## config.mk

```make
export PLATFORM = sky130hd
export DESIGN_NAME = reset_sequencer
export DESIGN_NICKNAME = d
export VERILOG_FILES = /design/src/rtl/reset_sequencer.sv
export SDC_FILE = /design/constraint.sdc
export NUM_CORES = 1
export LEC_CHECK = 0
export BUFFER_PORTS_ARGS = -buffer_cell sky130_fd_sc_hd__buf_4
export CAP_MARGIN = 15
export CORE_ASPECT_RATIO = 0.8
export CORE_MARGIN = 2
export CORE_UTILIZATION = 58
export DETAILED_ROUTE_END_ITERATION = 12
export GPL_ROUTABILITY_DRIVEN = 0
export MAX_ROUTING_LAYER = met4
export PLACE_DENSITY = 0.78
export SLEW_MARGIN = 5
export SYNTH_ARGS = -nofsm -noshare
export SYNTH_HDL_FRONTEND = slang
export SYNTH_SLANG_ARGS = --single-unit
```

## constraint.sdc

```tcl
create_clock -name clk_i -period 2.9 [get_ports clk_i]
set_input_delay 0.29 -clock clk_i [delete_from_list [all_inputs] [get_ports clk_i]]
set_output_delay 0.29 -clock clk_i [all_outputs]
set_load 0.01 [all_outputs]
```

## src/rtl/reset_sequencer.sv

```systemverilog
// Reset release sequencer: asserts all domain resets together, then releases
// them in index order, gated by a minimum gap, per-domain ready and a timeout.
module reset_sequencer #(
    parameter int N_DOM          = 3,
    parameter int HOLD_CYCLES    = 8,
    parameter int GAP_CYCLES     = 4,
    parameter int TIMEOUT_CYCLES = 64
) (
    input  logic             clk_i,
    input  logic             rstn_i,
    input  logic             rst_req_i,
    input  logic [N_DOM-1:0] dom_ready_i,
    output logic [N_DOM-1:0] dom_rstn_o,
    output logic             seq_done_o,
    output logic [N_DOM-1:0] timeout_err_o,
    output logic             busy_o
);

    localparam int CMAX = (HOLD_CYCLES > TIMEOUT_CYCLES) ? HOLD_CYCLES : TIMEOUT_CYCLES;
    localparam int CW   = $clog2(CMAX + 1);
    localparam int IW   = (N_DOM > 1) ? $clog2(N_DOM) : 1;

    localparam logic [IW-1:0] LAST_IDX = IW'(N_DOM - 1);
    localparam logic [CW-1:0] HOLD_END = CW'(HOLD_CYCLES);
    localparam logic [CW-1:0] GAP_MIN  = CW'(GAP_CYCLES);
    localparam logic [CW-1:0] TO_END   = CW'(TIMEOUT_CYCLES);

    typedef enum logic [1:0] {
        S_HOLD,
        S_WAIT,
        S_DONE
    } state_t;

    state_t           state, state_n;
    logic [CW-1:0]    hold_cnt, hold_cnt_n, hold_inc;
    logic [CW-1:0]    w, w_n, w_inc;
    logic [IW-1:0]    idx, idx_n, idx_inc;
    logic [1:0]       sync;
    logic             req_s;
    logic [N_DOM-1:0] rstn_n, err_n;
    logic             done_n, busy_n;
    logic             ready_sel, at_gap, at_to;

    always_ff @(posedge clk_i or negedge rstn_i) begin
        if (!rstn_i) begin
            sync <= '0;
        end else begin
            sync <= {sync[0], rst_req_i};
        end
    end

    assign req_s = sync[1];

    always_comb begin
        state_n    = state;
        hold_cnt_n = hold_cnt;
        w_n        = w;
        idx_n      = idx;
        rstn_n     = dom_rstn_o;
        err_n      = timeout_err_o;
        done_n     = seq_done_o;
        busy_n     = busy_o;
        hold_inc   = hold_cnt + 1'b1;
        w_inc      = w + 1'b1;
        idx_inc    = idx + 1'b1;
        ready_sel  = dom_ready_i[idx];
        at_gap     = (w_inc >= GAP_MIN);
        at_to      = (w_inc == TO_END);

        case (state)
            S_HOLD: begin
                hold_cnt_n = hold_inc;
                if (hold_inc == HOLD_END) begin
                    rstn_n[0] = 1'b1;
                    idx_n     = '0;
                    w_n       = '0;
                    state_n   = S_WAIT;
                end
            end
            S_WAIT: begin
                w_n = (w == TO_END) ? w : w_inc;
                if ((at_gap && ready_sel) || at_to) begin
                    if (at_to && !ready_sel) begin
                        err_n[idx] = 1'b1;
                    end
                    if (idx == LAST_IDX) begin
                        done_n  = 1'b1;
                        busy_n  = 1'b0;
                        state_n = S_DONE;
                    end else begin
                        rstn_n[idx_inc] = 1'b1;
                        idx_n           = idx_inc;
                        w_n             = '0;
                    end
                end
            end
            default: ;
        endcase

        // A request overrides any same-edge advance, including its timeout flag.
        if (req_s) begin
            state_n    = S_HOLD;
            hold_cnt_n = '0;
            w_n        = '0;
            idx_n      = '0;
            rstn_n     = '0;
            err_n      = timeout_err_o;
            done_n     = 1'b0;
            busy_n     = 1'b1;
        end
    end

    always_ff @(posedge clk_i or negedge rstn_i) begin
        if (!rstn_i) begin
            state         <= S_HOLD;
            hold_cnt      <= '0;
            w             <= '0;
            idx           <= '0;
            dom_rstn_o    <= '0;
            timeout_err_o <= '0;
            seq_done_o    <= 1'b0;
            busy_o        <= 1'b1;
        end else begin
            state         <= state_n;
            hold_cnt      <= hold_cnt_n;
            w             <= w_n;
            idx           <= idx_n;
            dom_rstn_o    <= rstn_n;
            timeout_err_o <= err_n;
            seq_done_o    <= done_n;
            busy_o        <= busy_n;
        end
    end

endmodule

```

==> metrics.txt <==
port bufs=13; Cell Rows=16; metal2 WL=1450 µm; Tcrit/Tclk final=84.9%; Pins Over Slew Limit=0; Synth area leader=dfrtp_1; grt ovf=0; Skew-Pair Late Insertion Delay=330 ps; synthesized cell area=1530 µm²; vias per std cell=6.12; Slew Limit Headroom=50.6%; Critical Path AT=2690 ps; max-cap violations=0; Synth top area share=44.3%; CTS resizes=0; register-to-register setup slack=440 ps; DP Wirelength=2230 µm; DR iter-0 viols=78; multi-input logic area=773 µm²; ys async rst share=100%; CTS tree=done; Tmin final=2460 ps; DIE HEIGHT=49.9 µm; area occupied by registers=702 µm²; Mean Syn Cell Area=10.2 µm²; CP required=3130 ps; Post-Route WL=3090 µm; critical path's slowest cell=o22ai_2; H-tree levels=1; largest net degree at the start of global routing=29; initial antenna violation count=0; Post-synth EDFFs=0; DR WL met3=168 µm; RSZ-0062 raised after global routing=false; Crit. End Element=register; cell with the most instances after synthesis=dfrtp_1; drt pass-1 iters=4; Die X=61.3 µm; # diodes=0; syn nets=164; Most used DFF post-synth=dfrtp_1; nets=179; YS warnings=0; CORE AREA=2460 µm²; critical path class=register to register; Die ar.=3060 µm²; clock sink count=28; Setup Total Neg Slack=0 ps; Setup crit start kind=register; average wire per standard cell=15.5 µm; Worst Tran Pin Value=734 ps; f_max=406 MHz; CTS hold repair buffers=1; Overall Power=0.000648 W; largest cells by area after synthesis=dfrtp_1 (44%), ha_1 (7.4%), nor2_1 (4.2%); Clock Skews=6.06 ps; layout cells sized above 1=16.0%; status=finished clean; Netlist cell types=47; Cell Pwr Density=386 nW/µm²; # DRC=0; met1 wire length=1450 µm; sequential area share after synthesis=46.0%; maximum VDD drop=0.277 mV; cts bufs inserted=3; Initial Utilization=61.9%; CTS clk-pin slew, worst paths=140 ps; Hold Vio Cnt, Final=0; Static Leak=0.784 nW; Syn-to-layout area delta=9.93%; Vias=1218; root buffer cell=clkbuf_4; Min-Delay Path Class=input pin to register; worst-path cell chain=ha_1 -> xor2_1 -> o2bb2ai_1 -> nand4_1 -> o22ai_2 -> nor3_1 -> a221o_1; Clock Tree Buf Depth=2; gr usage total=23.9%; Synth Instances=149; io pins=14; most frequent cells after synthesis=dfrtp_1 (27), nor2_1 (17), ha_1 (9); vias in the first global route=1160; slowest stage delay, CP=490 ps; Filler cells=214; post-CTS setup buffers=0; post-synthesis register bit count=28; setup violators final=0; Top Metal Used=met4; first-pass GRT wire length=5380 µm; largest fanout on the critical path=12; Detail Route Antenna Nets=0; Min Hold Slack=58.4 ps
power breakdown:
part | switching (W) | internal, W | total [W]
combinational | 0.0000385 | 0.0000274 | 0.0000659
sequential | 0.0000171 | 0.000401 | 0.000418
clock | 0.000109 | 0.0000540 | 0.000163
total | 0.000165 | 0.000482 | 0.000648
final cells by class:
type	instances	share of cell area (%)
clock buffers	4	1.57
well taps	36	2.69
multi-input cells	111	46.1
repair buffers	14	6.42
flip-flops and latches	28	41.9
inverters	6	1.34
critical path: cells and delay by family, from the launching register on:
| family | cells | cell delay [ps] |
|---|---|---|
| and+or+nand+nor | 2 | 340 |
| xor gates and xnor gates | 1 | 190 |
| DFF | 1 | 470 |
| adders and majority gates | 1 | 340 |
| AOI/OAI and AO/OA | 3 | 1020 |
final timing paths:
check                      startpoint       endpoint  depth (start not counted)
max                              w[0]           w[3]                          7
min                         rst_req_i        sync[0]                          1
max reg2reg                      w[0]           w[3]                          7
min reg2reg                   sync[0]        sync[1]                          0
max in group asynchronous      rstn_i         busy_o                          2
min in group asynchronous      rstn_i  dom_rstn_o[2]                          2
metal layers:
layer | global-route usage, % | vias up
li1 | - | 575
met1 | 34.1 | 607
met2 | 35.1 | 32
met3 | 6.30 | 4
met4 | 4.26 | 0
met5 | - | -
cells in the final DEF (no fill, tap or decap), types with 4 or more instances in the layout:
master	count
nor2_1	17
o21ai_0	7
nand2_1	8
nor4_1	4
a21o_1	4
dfrtp_1	27
inv_1	6
nor3_1	4
xor2_1	5
nand3_1	6
ha_1	9
buf_4	13
kinds of logic (layout without fill, tap and decap cells):
| logic type | Yosys count | count (layout) | synth area share [%] |
|---|---|---|---|
| simple gates | 58 | 58 | 20.4 |
| compound gates | 35 | 35 | 17.6 |
| flops | 28 | 28 | 46.0 |
| buf+inv | 10 | 24 | 3.28 |
| fa+ha+maj | 9 | 9 | 7.38 |
| xor+xnor | 7 | 7 | 4.02 |
| mux | 2 | 2 | 1.31 |
registers in the layout, indices dropped and copies added, names as in the netlist:
name           flops
busy_o             1
dom_rstn_o         3
hold_cnt           7
idx                2
seq_done_o         1
state              2
sync               2
timeout_err_o      3
w                  7
through the flow:
| stage | instances | instance area [µm²] | util, % | setup WS [ps] |
|---|---|---|---|---|
| floorplan | 149 | 1530 | - | 894 |
| global placement | 194 | 1640 | 66.6 | 644 |
| detailed placement | 194 | 1640 | 66.6 | 487 |
| CTS | 199 | 1680 | 68.1 | 466 |
| global route | 199 | 1680 | 68.1 | 262 |
| finish | 199 | 1680 | 68.1 | 438 |
Note: power is estimated with default switching activity, not from simulation.
